<file path="src/rtl/sdram_arb_pkg.sv">
// Shared types and default sizing for the SDRAM Avalon-MM two-master arbiter.
package sdram_arb_pkg;

    typedef enum logic [1:0] {
        IDLE = 2'd0,
        G0   = 2'd1,
        G1   = 2'd2
    } arb_state_t;

    // Tag recorded per outstanding read: index of the master that issued it.
    typedef logic tag_t;

    localparam int DEF_ADDR_W   = 25;
    localparam int DEF_DATA_W   = 16;
    localparam int DEF_MAX_PEND = 8;
    localparam int DEF_HOLD_MAX = 16;

endpackage

</file>
<file path="src/rtl/sdram_avmm_arbiter_if.sv">
// Avalon-MM pipelined-read bus bundle; master drives commands, slave returns status/data.
interface sdram_avmm_arbiter_if
    import sdram_arb_pkg::*;
#(
    parameter int ADDR_W = DEF_ADDR_W,
    parameter int DATA_W = DEF_DATA_W
);
    logic [ADDR_W-1:0]   address;
    logic                read;
    logic                write;
    logic [DATA_W-1:0]   writedata;
    logic [DATA_W/8-1:0] byteenable;
    logic                waitrequest;
    logic [DATA_W-1:0]   readdata;
    logic                readdatavalid;

    modport master (
        output address, read, write, writedata, byteenable,
        input  waitrequest, readdata, readdatavalid
    );

    modport slave (
        input  address, read, write, writedata, byteenable,
        output waitrequest, readdata, readdatavalid
    );
endinterface

</file>
<file path="src/rtl/sdram_arb_tag_fifo.sv">
// Read-tag FIFO: one entry per outstanding read, popped by each read return.
module sdram_arb_tag_fifo
    import sdram_arb_pkg::*;
#(
    parameter int DEPTH = DEF_MAX_PEND,
    localparam int AW   = $clog2(DEPTH)
) (
    input  logic clk,
    input  logic rst_n,
    input  logic push,
    input  tag_t din,
    input  logic pop,
    output tag_t dout,
    output logic full,
    output logic empty
);
    tag_t          mem [DEPTH];
    logic [AW-1:0] wr_ptr, rd_ptr;
    logic [AW:0]   count;
    logic          do_push, do_pop;

    assign full    = count == (AW+1)'(DEPTH);
    assign empty   = count == '0;
    // Full refuses a push even when a pop frees a slot in the same cycle.
    assign do_push = push && !full;
    assign do_pop  = pop && !empty;
    assign dout    = mem[rd_ptr];

    always_ff @(posedge clk) begin
        if (!rst_n) begin
            wr_ptr <= '0;
            rd_ptr <= '0;
            count  <= '0;
        end else begin
            if (do_push) begin
                mem[wr_ptr] <= din;
                wr_ptr      <= wr_ptr + 1'b1;
            end
            if (do_pop)
                rd_ptr <= rd_ptr + 1'b1;
            count <= count + (AW+1)'(do_push) - (AW+1)'(do_pop);
        end
    end
endmodule

</file>
<file path="src/rtl/sdram_avmm_arbiter.sv">
// Round-robin arbiter with bounded hold sharing one SDRAM controller slave between two masters;
// read returns are steered back to their issuer through an in-order tag FIFO.
module sdram_avmm_arbiter
    import sdram_arb_pkg::*;
#(
    parameter int ADDR_W   = DEF_ADDR_W,
    parameter int DATA_W   = DEF_DATA_W,
    parameter int MAX_PEND = DEF_MAX_PEND,
    parameter int HOLD_MAX = DEF_HOLD_MAX
) (
    input  logic                 clk_clk,
    input  logic                 reset_reset_n,
    sdram_avmm_arbiter_if.slave  m0,
    sdram_avmm_arbiter_if.slave  m1,
    sdram_avmm_arbiter_if.master s,
    output logic                 rdv_orphan
);
    localparam int HW = (HOLD_MAX > 1) ? $clog2(HOLD_MAX) : 1;

    arb_state_t    state;
    logic          last;
    logic [HW-1:0] hold_cnt;

    logic req0, req1, gnt0, gnt1, own_req, oth_req;
    logic g_read, g_write, accept, hold_sat, full, empty;
    tag_t head;

    assign req0    = m0.read | m0.write;
    assign req1    = m1.read | m1.write;
    assign gnt0    = state == G0;
    assign gnt1    = state == G1;
    assign own_req = gnt0 ? req0 : req1;
    assign oth_req = gnt0 ? req1 : req0;

    assign g_read  = (gnt0 & m0.read)  | (gnt1 & m1.read);
    assign g_write = (gnt0 & m0.write) | (gnt1 & m1.write);

    assign s.address    = gnt1 ? m1.address    : m0.address;
    assign s.writedata  = gnt1 ? m1.writedata  : m0.writedata;
    assign s.byteenable = gnt1 ? m1.byteenable : m0.byteenable;
    assign s.read       = g_read & ~full;
    assign s.write      = g_write;

    assign accept   = (s.read | s.write) & ~s.waitrequest;
    assign hold_sat = hold_cnt == HW'(HOLD_MAX - 1);

    // A read blocked by a full tag FIFO stalls its master like controller backpressure.
    assign m0.waitrequest = gnt0 ? (s.waitrequest | (m0.read & full)) : 1'b1;
    assign m1.waitrequest = gnt1 ? (s.waitrequest | (m1.read & full)) : 1'b1;

    assign m0.readdata      = s.readdata;
    assign m1.readdata      = s.readdata;
    assign m0.readdatavalid = s.readdatavalid & ~empty & (head == 1'b0);
    assign m1.readdatavalid = s.readdatavalid & ~empty & (head == 1'b1);

    sdram_arb_tag_fifo #(.DEPTH(MAX_PEND)) u_fifo (
        .clk   (clk_clk),
        .rst_n (reset_reset_n),
        .push  (s.read & ~s.waitrequest),
        .din   (tag_t'(gnt1)),
        .pop   (s.readdatavalid),
        .dout  (head),
        .full  (full),
        .empty (empty)
    );

    always_ff @(posedge clk_clk) begin
        if (!reset_reset_n) begin
            state      <= IDLE;
            last       <= 1'b1;
            hold_cnt   <= '0;
            rdv_orphan <= 1'b0;
        end else begin
            if (s.readdatavalid && empty)
                rdv_orphan <= 1'b1;
            case (state)
                IDLE: begin
                    // On a tie the master not served last wins.
                    if (req0 && (!req1 || last)) begin
                        state <= G0;
                        last  <= 1'b0;
                    end else if (req1) begin
                        state <= G1;
                        last  <= 1'b1;
                    end
                end
                G0, G1: begin
                    if (!own_req || (accept && hold_sat && oth_req)) begin
                        hold_cnt <= '0;
                        if (oth_req) begin
                            state <= gnt0 ? G1 : G0;
                            last  <= gnt0;
                        end else begin
                            state <= IDLE;
                        end
                    end else if (accept && !hold_sat) begin
                        hold_cnt <= hold_cnt + 1'b1;
                    end
                end
                default: state <= IDLE;
            endcase
        end
    end
endmodule

</file>
<file path="src/flat_wrapper.sv">
// flat-port wrapper written by rule: the top's interface ports become plain ports
module sdram_avmm_arbiter_flat import sdram_arb_pkg::*;
#(
    parameter int ADDR_W   = DEF_ADDR_W,
    parameter int DATA_W   = DEF_DATA_W,
    parameter int MAX_PEND = DEF_MAX_PEND,
    parameter int HOLD_MAX = DEF_HOLD_MAX
)
  (clk_clk, reset_reset_n, rdv_orphan, m0_address, m0_read, m0_write, m0_writedata, m0_byteenable, m0_waitrequest, m0_readdata, m0_readdatavalid, m1_address, m1_read, m1_write, m1_writedata, m1_byteenable, m1_waitrequest, m1_readdata, m1_readdatavalid, s_address, s_read, s_write, s_writedata, s_byteenable, s_waitrequest, s_readdata, s_readdatavalid);
  sdram_avmm_arbiter_if #(.ADDR_W(ADDR_W), .DATA_W(DATA_W)) m0_i ();
  sdram_avmm_arbiter_if #(.ADDR_W(ADDR_W), .DATA_W(DATA_W)) m1_i ();
  sdram_avmm_arbiter_if #(.ADDR_W(ADDR_W), .DATA_W(DATA_W)) s_i ();
  input  logic clk_clk;
  input  logic reset_reset_n;
  output logic rdv_orphan;
  input wire logic [$bits(m0_i.address)-1:0] m0_address;
  input wire logic [$bits(m0_i.read)-1:0] m0_read;
  input wire logic [$bits(m0_i.write)-1:0] m0_write;
  input wire logic [$bits(m0_i.writedata)-1:0] m0_writedata;
  input wire logic [$bits(m0_i.byteenable)-1:0] m0_byteenable;
  output wire logic [$bits(m0_i.waitrequest)-1:0] m0_waitrequest;
  output wire logic [$bits(m0_i.readdata)-1:0] m0_readdata;
  output wire logic [$bits(m0_i.readdatavalid)-1:0] m0_readdatavalid;
  input wire logic [$bits(m1_i.address)-1:0] m1_address;
  input wire logic [$bits(m1_i.read)-1:0] m1_read;
  input wire logic [$bits(m1_i.write)-1:0] m1_write;
  input wire logic [$bits(m1_i.writedata)-1:0] m1_writedata;
  input wire logic [$bits(m1_i.byteenable)-1:0] m1_byteenable;
  output wire logic [$bits(m1_i.waitrequest)-1:0] m1_waitrequest;
  output wire logic [$bits(m1_i.readdata)-1:0] m1_readdata;
  output wire logic [$bits(m1_i.readdatavalid)-1:0] m1_readdatavalid;
  output wire logic [$bits(s_i.address)-1:0] s_address;
  output wire logic [$bits(s_i.read)-1:0] s_read;
  output wire logic [$bits(s_i.write)-1:0] s_write;
  output wire logic [$bits(s_i.writedata)-1:0] s_writedata;
  output wire logic [$bits(s_i.byteenable)-1:0] s_byteenable;
  input wire logic [$bits(s_i.waitrequest)-1:0] s_waitrequest;
  input wire logic [$bits(s_i.readdata)-1:0] s_readdata;
  input wire logic [$bits(s_i.readdatavalid)-1:0] s_readdatavalid;
  assign m0_i.address = m0_address;
  assign m0_i.read = m0_read;
  assign m0_i.write = m0_write;
  assign m0_i.writedata = m0_writedata;
  assign m0_i.byteenable = m0_byteenable;
  assign m0_waitrequest = m0_i.waitrequest;
  assign m0_readdata = m0_i.readdata;
  assign m0_readdatavalid = m0_i.readdatavalid;
  assign m1_i.address = m1_address;
  assign m1_i.read = m1_read;
  assign m1_i.write = m1_write;
  assign m1_i.writedata = m1_writedata;
  assign m1_i.byteenable = m1_byteenable;
  assign m1_waitrequest = m1_i.waitrequest;
  assign m1_readdata = m1_i.readdata;
  assign m1_readdatavalid = m1_i.readdatavalid;
  assign s_address = s_i.address;
  assign s_read = s_i.read;
  assign s_write = s_i.write;
  assign s_writedata = s_i.writedata;
  assign s_byteenable = s_i.byteenable;
  assign s_i.waitrequest = s_waitrequest;
  assign s_i.readdata = s_readdata;
  assign s_i.readdatavalid = s_readdatavalid;
  sdram_avmm_arbiter #(.ADDR_W(ADDR_W), .DATA_W(DATA_W), .MAX_PEND(MAX_PEND), .HOLD_MAX(HOLD_MAX)) u_core (.clk_clk(clk_clk), .reset_reset_n(reset_reset_n), .m0(m0_i), .m1(m1_i), .s(s_i), .rdv_orphan(rdv_orphan));
endmodule
</file>
<file path="config.mk">
export PLATFORM = sky130hd
export DESIGN_NAME = sdram_avmm_arbiter_flat
export DESIGN_NICKNAME = d
export VERILOG_FILES = /design/src/rtl/sdram_arb_pkg.sv /design/src/rtl/sdram_avmm_arbiter_if.sv /design/src/rtl/sdram_arb_tag_fifo.sv /design/src/rtl/sdram_avmm_arbiter.sv /design/src/flat_wrapper.sv
export SDC_FILE = /design/constraint.sdc
export NUM_CORES = 1
export LEC_CHECK = 0
export ABC_AREA = 1
export CAP_MARGIN = 20
export CORE_MARGIN = 5
export CORE_UTILIZATION = 31
export DETAILED_ROUTE_END_ITERATION = 10
export PLACE_DENSITY = 0.76
export SYNTH_ARGS = -nofsm -noshare
export SYNTH_HDL_FRONTEND = slang
export SYNTH_SLANG_ARGS = --single-unit
export TNS_END_PERCENT = 30
</file>
<file path="constraint.sdc">
create_clock -name clk_clk -period 2.2 [get_ports clk_clk]
set_input_delay 0.44 -clock clk_clk [delete_from_list [all_inputs] [get_ports clk_clk]]
set_output_delay 0.44 -clock clk_clk [all_outputs]
set_load 0.01 [all_outputs]
</file>
## After elaboration in Yosys (flattened, before gate mapping)

Memories as Yosys holds them, arrays and structs flattened. A register that Yosys moved wholly into a read port is not among the register bits.
Cells that the tools add are included.

- Bits in writable memories: 8
- Input bits: 110
- Output and inout port bits: 82
- Memories: 1
- Bits in registers: 18

- Equality and inequality tests: 7
- $add $sub $neg: 5
- Multiplexer cells: 25
- Bitwise logic cells: 23
- Reduce and logical (&&, ||, !) cells: 22

Memory list:

| memory | words | bits a word | rd ports | clocked after Yosys merged registers in | wr ports | line | RTL |
|---|---|---|---|---|---|---|---|
| u_core.u_fifo.mem | 8 | 1 | 1 | 1 | 1 | sdram_arb_tag_fifo.sv:17 | `tag_t mem [DEPTH];` |

Operators with widths:

| operator | count |
|---|---|
| $mux 25 | 1 |
| $mux 16 | 1 |
| $and 1x1->1 | 12 |
| $mux 2 | 6 |
| $mux 1 | 11 |
| $eq 4x4->1 const B | 2 |
| $mux 4 | 2 |
| $logic_and 1x1->1 | 7 |
| $or 1x1->1 | 7 |
| $add 3x1->3 const B | 2 |
| $mux 3 | 2 |
| $logic_not 1->1 | 5 |
| $add 4x1->4 | 1 |
| $add 4x1->4 const B | 1 |
| $logic_not 4->1 | 1 |
| $ne 2x1->1 const B | 2 |
| $not 1->1 | 4 |
| $pmux 2 s2 | 1 |
| $reduce_and 2->1 | 2 |
| $reduce_and 4->1 | 1 |
| $reduce_bool 2->1 | 2 |
| $sub 4x1->4 | 1 |
| $ne 3x1->1 const B | 1 |
| $eq 2x1->1 const B | 1 |
| other kinds (5) | 6 |

## Depth between registers and ports, before layout

- Depth after elaboration: 11
- Mapped depth: 13
- Depth with buffers taken out: 12

## Hierarchy

From an unflattened synthesis, not the netlist that was laid out.

- Cell total of the unflattened synthesis: 332
- Area total of the unflattened synthesis: 2,631.3 µm²

Modules (own cells, without submodules):

| module | instances | cells an instance | area an instance (µm²) |
|---|---|---|---|
| sdram_avmm_arbiter | 1 | 194 | 1,512.7 |
| sdram_arb_tag_fifo | 1 | 138 | 1,118.6 |

## Least setup slack after synthesis

OpenSTA, ideal clock, no wires.

- Path type: register to register
- Start point: register u_core.state[0]
- End point: register u_core.u_fifo.count[2]
- Period minus slack after synthesis: 2.241 ns
- Required time: 2.082 ns
- Cell stages (with the launch flop): 13
- Setup slack: -0.041 ns
- Setup time: 0.118 ns
- Data arrival time: 2.123 ns
- Buffers on the path: 1
- Cell sequence: dfxtp_1 inv_1 ha_1 buf_6 nand2_2 nand2_2 nand3_4 ha_1 inv_1 ha_1 fa_1 xnor2_1 nor2_1

- Word-level cells in the longest chain between the ends: 8
- Elaborated cells on any way between the ends: 10
- Classes of those cells: add/sub (2); eq/ne (2); bitwise (5); reduce/logical (1)

Ends and longest elaborated chain:

| what | line | RTL |
|---|---|---|
| start: declaration | sdram_avmm_arbiter.sv:20 | `arb_state_t state;` |
| start signal: assignment | sdram_avmm_arbiter.sv:91 | `state <= gnt0 ? G1 : G0;` |
| $eq 2x2->1 | sdram_avmm_arbiter.sv:31 | `assign gnt1 = state == G1;` |
| via u_core.gnt1 | sdram_avmm_arbiter.sv:24 | `logic req0, req1, gnt0, gnt1, own_req, oth_req;` |
| $and 1x1->1 | sdram_avmm_arbiter.sv:35 | `assign g_read = (gnt0 & m0.read) \| (gnt1 & m1.read);` |
| $or 1x1->1 | sdram_avmm_arbiter.sv:35 |  |
| $and 1x1->1 | sdram_avmm_arbiter.sv:41 | `assign s.read = g_read & ~full;` |
| $and 1x1->1 | sdram_avmm_arbiter.sv:59 | `.push (s.read & ~s.waitrequest),` |
| $logic_and 1x1->1 | sdram_arb_tag_fifo.sv:25 | `assign do_push = push && !full;` |
| $add 4x1->4 | sdram_arb_tag_fifo.sv:41 | `count <= count + (AW+1)'(do_push) - (AW+1)'(do_pop);` |
| $sub 4x1->4 | sdram_arb_tag_fifo.sv:41 |  |
| end signal: assignment | sdram_arb_tag_fifo.sv:41 |  |
| end: declaration | sdram_arb_tag_fifo.sv:19 | `logic [AW:0] count;` |

The timed path passes the listed nets, and every way through them passes these cells.
A chain may end at the register's enable or synchronous reset.

## Final worst setup path

- Start point: register u_core.state[0]
- End point: output port s_address[3]

- Word-level cells in the longest chain between the ends: 2

Ends and longest elaborated chain:

| what | line | RTL |
|---|---|---|
| $eq 2x2->1 | sdram_avmm_arbiter.sv:31 |  |
| via u_core.gnt1 | sdram_avmm_arbiter.sv:24 |  |
| $mux 25 | sdram_avmm_arbiter.sv:38 | `assign s.address = gnt1 ? m1.address : m0.address;` |
| end: declaration | flat_wrapper.sv:32 | `output wire logic [$bits(s_i.address)-1:0] s_address;` |

The timed path passes the listed nets, and every way through them passes these cells.

==> results by group <==
STA
  – Final Cycle Share: 96.61%
  – Worst hold margin: 0.4645 ns
  – Fmax: 470.5 MHz
  – Setup violators final: 0
  – Post-layout minimum cycle time: 2.125 ns
  – Final Skew: 0.009992 ns
  – Worst slew margin: 76.99%
  – Max-slew violations: 0
  – RSZ-0062 raised after global routing: no
  – Worst slew pin tran: 0.3452 ns
  – Final hold violation count: 0

Finish
  – Final Instance Count excl. Fillers: 520
  – Fillers: 731
  – Area delta synth->final: 62.46%
  – Final layout net count: 541
  – Final core utilization: 51.51%
  – Fin area: 0.003980 sq mm
  – Share of cells above drive strength 1: 24.16%
  – Diodes inserted: 0

Outcome
  – Outcome: finished, final reports clean

Clocking
  – Worst-Skew Late Latency: 0.27 ns
  – Clock slew at reported path FFs: 0.07 ns
  – Root buffer cell: clkbuf_8
  – CTS Buffer Depth: 2
  – CTS tree: done
  – Cts bufs inserted: 5
  – Number of clock sinks: 29
  – H-tree depth: 2

Synth
  – Seq/Total Area, Yosys: 26.97%
  – FFs w/ async S/R, synth: 0%
  – Synth cell count leaders: mux2_2 (43), nand2_1 (33), buf_4 (32), inv_1 (27), dfxtp_1 (21)
  – Synth top area share: 19.77%
  – Syn nets: 412
  – Post-Syn Area: 0.002450 sq mm
  – Mapped Avg Cell Area: 8.506 sq um
  – Most frequent cell after synthesis: mux2_2
  – Yosys reg bits: 29
  – Cells after Synth: 288
  – Warning count from the yosys run: 0
  – Number of synthesized flops with an enable pin: 8
  – Area contributors post-synth: mux2_2 (20%), dfxtp_1 (17%), buf_4 (9.8%), edfxtp_1 (9.8%), ha_1 (6.6%)
  – Synth area leader: mux2_2
  – Post-synth cell types: 38
  – Main synth FF type: dfxtp_1

GRT
  – All-Layer GR Usage: 15.38%
  – Vias in the first global route: 2,600
  – Antenna violations before repair: 0
  – Largest net degree at the start of global routing: 25
  – Global-route wire length before repair: 12,120 um
  – Congestion Overflow GR: 0

Floorplan
  – Die H: 98.90 um
  – Die Span X: 98.90 um
  – DIE AREA: 0.009780 sq mm
  – IO Pins: 192
  – Total core area: 0.007727 sq mm
  – Cell Rows: 32
  – Starting Density: 31.70%

Drt
  – Via count: 2,383
  – Routed len/inst: 14.65 um
  – DR vias/cell: 4.583
  – Antenna-violating nets left: 0
  – Remaining DRCs: 0
  – Iter 0 DRT Violations: 50
  – Post-Route WL: 7620 um
  – Drt pass-1 iters: 4

Critical path
  – Worst flop-to-flop path endpoint: u_core.u_fifo.count[1]$_SDFF_PN0_
  – Critical Path Source: u_core.state[0]$_SDFFE_PN0P_
  – Worst-path fanout max: 24
  – Reg-to-reg slack, setup: 0.12 ns
  – Setup CP Type: flip-flop to output port
  – Crit path DAT: 1.69 ns
  – Worst EP required: 1.76 ns
  – End point of the critical path: s_address[3]
  – CP startpoint kind: flip-flop
  – Worst r2r src: u_core.state[0]$_SDFFE_PN0P_
  – R2R depth: 12
  – Critical path endpoint category: output port

Power
  – Leakage: 1.679 nW
  – Final Total Pwr: 3.313 mW
  – PwrDens: 832.4 mW/mm^2
  – Peak supply drop: 377.2 uV

Placement
  – RD Place Congestion: 0.8267
  – PortBufs: 143
  – Dpl cell area: 0.003880 sq mm
  – Dpl cells: 511
  – Post-detail-place hpwl: 6623 um

Hold path
  – Hold Crit Class: flip-flop to flip-flop

Flow run
  – Max_cap viols: 0
[logic make-up (layout without fill, tap and decap cells)]
family	Yosys count	in the layout	synth area share (%)
buffers and inverters	71	201	16.65
adder cells (fa/ha/maj)	14	14	7.457
AND/OR/NAND/NOR	94	94	19.87
flip-flops	29	29	26.97
multiplexers	43	43	19.76
XOR/XNOR	3	3	1.073
AO/OA/AOI/OAI	34	34	8.223
[report_power, final]
part	internal, mW	total (mW)	switching, mW	leakage (nW)
sequential	0.670	0.756	0.0863	0.247
clock	0.322	0.531	0.208	0.0556
combinational	1.03	2.03	0.994	1.38
total	2.02	3.31	1.29	1.68
[worst max-delay path: stages, from the launching register on]
cell and delay, ns:
dfxtp_2 0.32, inv_2 0.07, ha_4 0.19, buf_12 0.18, mux2_2 0.35, dlygate4sd2_1 0.29
[worst min-delay path by stage]
stage	startpoint	to	slack, ns	cells past startpoint
after floorplan	u_core.u_fifo.rd_ptr[2]$_SDFFE_PN0P_	flip-flop	0.43	2
after global placement	u_core.u_fifo.rd_ptr[2]$_SDFFE_PN0P_	u_core.u_fifo.rd_ptr[2]$_SDFFE_PN0P_	0.44	2
after detailed placement	u_core.rdv_orphan$_SDFFE_PN0P_	u_core.rdv_orphan$_SDFFE_PN0P_	0.46	2
after CTS	u_core.rdv_orphan$_SDFFE_PN0P_	u_core.rdv_orphan$_SDFFE_PN0P_	0.47	2
after global routing	u_core.u_fifo.rd_ptr[2]$_SDFFE_PN0P_	flip-flop	0.50	2
final	u_core.rdv_orphan$_SDFFE_PN0P_	u_core.rdv_orphan$_SDFFE_PN0P_	0.46	2
[per-stage QoR]
step                TNS (ns)  setup WS (ns)
finish                     0        0.07463
global route               0       0.002924
CTS                        0        0.01078
detailed placement   -0.7669        -0.2382
global placement     -0.5866        -0.1853
floorplan                  0       0.001553
[placed cells by master (no fill, tap or decap), types with 6 or more instances in the layout]
cell,synthesis,layout
clkdlybuf4s50_1,0,94
dlygate4sd2_1,0,45
mux2_2,43,43
nand2_1,33,32
inv_1,27,26
nor2_1,18,18
dfxtp_1,21,18
nand3_1,17,17
buf_4,32,16
a21oi_1,15,14
ha_1,13,11
o21ai_0,10,9
edfxtp_1,8,8
nand2_2,6,6
nor3_1,6,6
clkbuf_8,0,6
[per-layer routing]
metal / vias up / track usage [%] / share of wire, %
met4: 0 / 3.466 / 1.3
li1: 1191 / - / -
met1: 1084 / 14.74 / 36
met3: 6 / 6.511 / 9.4
met2: 102 / 30.01 / 54
met5: - / 0 / 0
[final cells by class]
cell class | instances | area, sq um | area share (%)
flip-flops and latches | 29 | 664.4 | 16.69
inverters | 31 | 116.4 | 2.924
clock inverters | 1 | 7.507 | 0.1886
well taps | 102 | 127.6 | 3.207
multi-input cells | 188 | 1410 | 35.43
repair buffers | 162 | 1546 | 38.86
clock buffers | 7 | 107.6 | 2.704
[repair_timing]
item	in CTS	in global routing
setup buffers	1	0
setup endpoints to repair	49	17
hold buffers	0	0
gates resized for setup	53	12
Power figures use the tool's default switching activity.
